## config.mk

```make
export PLATFORM = sky130hd
export DESIGN_NAME = truth_table_scanner
export DESIGN_NICKNAME = d
export VERILOG_FILES = /design/src/rtl/truth_table_scanner.sv
export SDC_FILE = /design/constraint.sdc
export NUM_CORES = 1
export LEC_CHECK = 0
export CORE_ASPECT_RATIO = 1.25
export CORE_UTILIZATION = 30
export DETAILED_ROUTE_END_ITERATION = 6
export GPL_TIMING_DRIVEN = 0
export PLACE_DENSITY = 0.57
export SYNTH_ARGS = -nofsm -noshare
export SYNTH_HDL_FRONTEND = slang
export SYNTH_SLANG_ARGS = --single-unit
```

## constraint.sdc

```tcl
create_clock -name clk -period 1.9 [get_ports clk]
set_input_delay 0.285 -clock clk [delete_from_list [all_inputs] [get_ports clk]]
set_output_delay 0.285 -clock clk [all_outputs]
set_load 0.02 [all_outputs]
```

## src/rtl/truth_table_scanner.sv

```systemverilog
// rtl/truth_table_scanner.sv - exhaustive 16-minterm truth-table capture sequencer
// Optional feature: define SCAN_CHECK_EN to register a golden-table comparison on `match`.
module truth_table_scanner #(
    parameter int          SETTLE_CYCLES  = 1,
    parameter logic [15:0] EXPECTED_TABLE = 16'h28AC
) (
    input  logic        clk,
    input  logic        rst,
    input  logic        start,
    input  logic        abort,
    input  logic        f_in,
    output logic [3:0]  sel,
    output logic        en,
    output logic        busy,
    output logic        done,
    output logic [15:0] table_out,
    output logic        table_valid,
    output logic [4:0]  ones_count,
    output logic        match
);

    typedef enum logic [1:0] {
        S_IDLE   = 2'd0,
        S_DRIVE  = 2'd1,
        S_SAMPLE = 2'd2,
        S_DONE   = 2'd3
    } state_t;

    // Settle counter terminal value; counter counts DRIVE cycles from 0.
    localparam logic [3:0] SETTLE_LAST = 4'(SETTLE_CYCLES);

    state_t      state_q;
    logic [3:0]  sel_q;
    logic        en_q;
    logic        busy_q;
    logic        done_q;
    logic [15:0] table_q;
    logic        valid_q;
    logic [4:0]  ones_q;
    logic [3:0]  settle_q;

    logic [15:0] table_d;
    logic [4:0]  ones_d;
    logic [3:0]  settle_d;

    // Next-value helpers: table with the current minterm written in, running popcount, settle step.
    always_comb begin
        table_d          = table_q;
        table_d[sel_q]   = f_in;
        ones_d           = ones_q + {4'b0000, f_in};
        settle_d         = settle_q + 4'd1;
    end

    // Scan sequencer: abort pre-empts every non-idle transition, rst pre-empts everything.
    always_ff @(posedge clk) begin
        if (rst) begin
            state_q  <= S_IDLE;
            sel_q    <= 4'd0;
            en_q     <= 1'b0;
            busy_q   <= 1'b0;
            done_q   <= 1'b0;
            table_q  <= 16'h0000;
            valid_q  <= 1'b0;
            ones_q   <= 5'd0;
            settle_q <= 4'd0;
        end else if (state_q == S_IDLE) begin
            if (start) begin
                table_q  <= 16'h0000;
                ones_q   <= 5'd0;
                valid_q  <= 1'b0;
                sel_q    <= 4'd0;
                en_q     <= 1'b1;
                busy_q   <= 1'b1;
                settle_q <= 4'd0;
                state_q  <= S_DRIVE;
            end
        end else if (abort) begin
            // Partial table and count are kept for inspection; no completion is signalled.
            state_q <= S_IDLE;
            en_q    <= 1'b0;
            busy_q  <= 1'b0;
            done_q  <= 1'b0;
        end else begin
            case (state_q)
                S_DRIVE: begin
                    settle_q <= settle_d;
                    if (settle_d == SETTLE_LAST) begin
                        state_q <= S_SAMPLE;
                    end
                end
                S_SAMPLE: begin
                    table_q <= table_d;
                    ones_q  <= ones_d;
                    if (sel_q == 4'd15) begin
                        state_q <= S_DONE;
                        en_q    <= 1'b0;
                        done_q  <= 1'b1;
                        valid_q <= 1'b1;
                    end else begin
                        sel_q    <= sel_q + 4'd1;
                        settle_q <= 4'd0;
                        state_q  <= S_DRIVE;
                    end
                end
                S_DONE: begin
                    done_q  <= 1'b0;
                    busy_q  <= 1'b0;
                    state_q <= S_IDLE;
                end
                default: begin
                    state_q <= S_IDLE;
                end
            endcase
        end
    end

`ifdef SCAN_CHECK_EN
    logic match_q;

    // Golden comparison is taken on the completing capture, including the final minterm.
    always_ff @(posedge clk) begin
        if (rst) begin
            match_q <= 1'b0;
        end else if (state_q == S_IDLE) begin
            if (start) begin
                match_q <= 1'b0;
            end
        end else if (abort) begin
            match_q <= 1'b0;
        end else if ((state_q == S_SAMPLE) && (sel_q == 4'd15)) begin
            match_q <= (table_d == EXPECTED_TABLE);
        end
    end

    assign match = match_q;
`else
    logic unused_expected;
    assign unused_expected = ^EXPECTED_TABLE;
    assign match           = 1'b0;
`endif

    assign sel         = sel_q;
    assign en          = en_q;
    assign busy        = busy_q;
    assign done        = done_q;
    assign table_out   = table_q;
    assign table_valid = valid_q;
    assign ones_count  = ones_q;

endmodule

```

==> impl_metrics.py <==
metrics = {
    "power_and_ir_drop": {
        "p_leak_nw": 0.9704,
        "powerDensity_nw_per_um2": 602.2,
        "peakVddDrop_mv": 0.2853,
    },
    "synth": {
        "synth_nets": 231,
        "syn_area_um2": 1888,
        "muxShareOfSynthArea_pct": 9.543,
        "syn_area_per_cell_um2": 8.823,
        "synth-seq-cells": 35,
        "yosys_warnings": 0,
        "synth_cells": 214,
        "synth_top_family_by_area": "simple AND/OR/NAND/NOR gates",
        "synth_compound_area_share_pct": 10.14,
        "synth_top_area_cell": "dfxtp_1",
        "ys_top_cells_by_area": "dfxtp_1, mux2i_1, ha_1",
        "synth_adder_area_share_pct": 7.952,
        "synth.distinct_cells": 44,
        "yosysSeqAreaShare_pct": 37.11,
        "synth-xor-area-share_pct": 1.856,
        "yosys.area_share.simple_pct": 25.71,
        "synth_top_area_share_pct": 37.11,
    },
    "setup_path": {
        "critPathKind": "reg2reg",
        "crit_buf_inv": 4,
        "crit_fanout": 10,
        "cp_top_family": "simple AND/OR/NAND/NOR gates",
        "required_ps": 2070,
        "crit_path_frequent_cell": "buf_6",
        "start_kind": "flip-flop",
        "path_cells": "inv_2 > ha_1 > buf_6 > nor3b_4 > or2_1 > buf_6 > buf_12 > nand3_1 > mux2i_1",
        "critPathArrivalTime_ps": 1960,
        "r2r_cells": 9,
        "slowest_delay_ps": 330,
        "cp.depth": 9,
        "critPathSlowestCell": "dfxtp_2",
        "end_kind": "flip-flop",
    },
    "placed_design": {
        "place_congestion": 0.8049,
        "portBuffers": 32,
        "dpl_cell_area_um2": 2311,
        "hpwlAfterDp_um": 3147,
        "dpl.cell_count": 328,
    },
    "drt": {
        "route.detailed.drc": 0,
        "wl_per_cell_um": 12.64,
        "ant_nets": 0,
        "totalWireLength_um": 4296,
        "dr.first_iter.drc_count": 65,
        "drt-pass1-iter-count": 4,
        "num_vias": 1612,
        "drt-vias-per-instance": 4.741,
    },
    "cells_and_area": {
        "final_cells": 340,
        "postLayoutCellArea_um2": 2454,
        "diodes": 0,
        "final_nets": 274,
        "regArea_um2": 704.4,
        "num-fill-cells": 603,
        "multi_input_area_um2": 1067,
        "drive_above_1_share_pct": 13.57,
        "layout-area-overhead-vs-synth_pct": 29.95,
    },
    "floorplanning": {
        "fp-row-count": 31,
        "dieArea_um2": 6617,
        "die_width_um": 72.96,
        "ioPinCount": 35,
        "fp.dieH_um": 90.70,
        "core_area_um2": 5934,
        "start_util_pct": 31.82,
    },
    "sta": {
        "tightest_slew_ps": 520.6,
        "finalCritPeriodShare_pct": 94.04,
        "finalHoldViolCount": 0,
        "setup_viol": 0,
        "fmax_mhz": 559.7,
        "slew_headroom_pct": 65.30,
        "fin_crit_ps": 1787,
        "maxSlewViolCount": 0,
        "setup_tns_ps": 0,
        "skew_ps": 4.572,
    },
    "run_status": {
        "status": "complete, no violations",
    },
    "clock_tree": {
        "cts_sinks": 35,
        "clkTransAtPathRegs_ps": 70,
        "cts-root-buf": "clkbuf_8",
        "cts_tree": "done",
        "cts_buffers": 5,
        "clkLatencyLatePin_ps": 280,
        "h-tree-depth": 2,
        "cts.path.max_buffers": 2,
    },
    "global_route": {
        "grt_use_total_pct": 13.97,
        "overflow": 0,
        "grt_pass1_vias": 1532,
        "grt_antenna_before_repair": 0,
        "grt_pass1_wl_um": 7217,
        "grt_max_degree": 11,
    },
    "job": {
        "maxCapViolations": 0,
    },
    "min_path": {
        "hold_class": "reg2reg",
        "holdPathStages": 2,
    },
}
where the power goes:
group          total (mW)  switching (mW)  internal [mW]
combinational       0.206           0.120         0.0865
clock               0.514           0.257          0.257
sequential          0.758          0.0123          0.746
worst paths after layout:
check	startpoint	to	slack (ps)
max	state_q[0]	table_out[2]	110
min reg2reg	table_out[6]	table_out[6]	460
min	table_out[6]	table_out[6]	460
max reg2reg	state_q[0]	table_out[2]	110
kinds of logic after synthesis:
family / count (synthesis)
simple gates: 90
flops: 35
compound gates: 31
buf+inv: 23
mux: 18
fa+ha+maj: 12
xor+xnor: 4
other cells: 1
cell type report:
type,instances,share of cell area (%)
Tap cell,82,4.182
Inverter,9,1.377
Clock buffer,7,3.111
Timing Repair Buffer,36,14.28
Sequential cell,35,28.71
Clock inverter,1,0.2040
Multi-Input combinational cell,156,43.50
Buffer,14,4.640
metrics by stage:
step                power [mW]  setup slack [ps]  hold slack (ps)  util [%]
floorplan               0.9102             135.0            454.0         -
global placement        0.9706            -187.9            445.4     38.94
detailed placement      0.9721            -187.9            453.1     38.94
CTS                      1.493             24.62            462.0     40.63
global route             1.561            -3.893            484.4     41.35
finish                   1.478             113.3            456.9     41.35
routing by layer:
| metal | vias up | routed length, um | GRT usage, % | share of wire (%) |
|---|---|---|---|---|
| li1 | 829 | - | - | - |
| met4 | 0 | 56 | 4.412 | 1.3 |
| met2 | 32 | 2058 | 23.13 | 48 |
| met3 | 5 | 171 | 3.460 | 4.0 |
| met1 | 746 | 2010 | 17.47 | 47 |
| met5 | - | 0 | 0 | 0 |
registers in the layout (all words and copies together), names as in the netlist:
signal / flops
busy: 1
done: 1
en: 1
ones_count: 5
sel: 4
settle_q: 4
state_q: 2
table_out: 16
table_valid: 1
cells in the mapped netlist:
| cell | n |
|---|---|
| clkbuf_1 | 5 |
| a2bb2oi_2 | 1 |
| nand4_1 | 4 |
| nor3_1 | 7 |
| buf_12 | 1 |
| a21oi_1 | 11 |
| dfxtp_1 | 35 |
| or4_1 | 2 |
| nand4b_1 | 3 |
| buf_6 | 2 |
| nor2_1 | 13 |
| nand3b_1 | 2 |
| buf_2 | 1 |
| or3b_2 | 1 |
| or3_1 | 2 |
| clkbuf_8 | 1 |
| or4b_2 | 1 |
| o21a_1 | 1 |
| o311ai_0 | 1 |
| and2_2 | 1 |
| xor2_1 | 4 |
| nor2_4 | 1 |
| inv_1 | 9 |
| nor3b_1 | 1 |
| o31ai_1 | 1 |
| a31oi_1 | 3 |
| mux2i_1 | 18 |
| buf_4 | 3 |
| nand3_1 | 17 |
| nor2b_1 | 5 |
| nand2_1 | 22 |
| o2111ai_1 | 2 |
| conb_1 | 1 |
| a21o_1 | 1 |
| or2_2 | 1 |
| or2_1 | 1 |
| ha_1 | 12 |
| clkbuf_2 | 1 |
| o21ai_0 | 9 |
| and3_1 | 1 |
| nor3b_4 | 1 |
| nand2b_1 | 3 |
| and2b_1 | 1 |
| a221oi_1 | 1 |
cells in the final DEF (no fill, tap or decap), types with 2 or more instances in the layout:
master           synthesis  layout
nor3_1                   7       6
dfxtp_2                  0       3
buf_6                    2       3
clkbuf_2                 1       3
mux2i_1                 18      18
nand4_1                  4       4
clkbuf_8                 1       6
nand3b_1                 2       2
nor2_1                  13      12
nand3_1                 17      17
dfxtp_1                 35      32
nor2b_1                  5       5
xor2_1                   4       4
ha_1                    12      11
nand2_1                 22      22
o2111ai_1                2       2
clkbuf_1                 5       5
nand4b_1                 3       3
or4_1                    2       2
a31oi_1                  3       3
or3_1                    2       2
inv_1                    9       8
a21oi_1                 11      11
nand2b_1                 3       3
buf_4                    3       6
o21ai_0                  9       9
clkdlybuf4s50_1          0      32
repair_timing:
action                                  in CTS  in global routing
endpoints found under the setup margin      16                 21
buffers inserted                             2                  2
gates resized for setup                      2                 10
hold buffers                                 0                  0
pin swaps                                    1                  1
worst register-to-register path: stages, from the launching register on:
cell and delay, ps:
dfxtp_2 330, inv_2 80, ha_1 160, buf_6 130
nor3b_4 310, or2_1 170, buf_6 130, buf_12 120
nand3_1 100, mux2i_1 140
(Power assumes the default switching activity.)
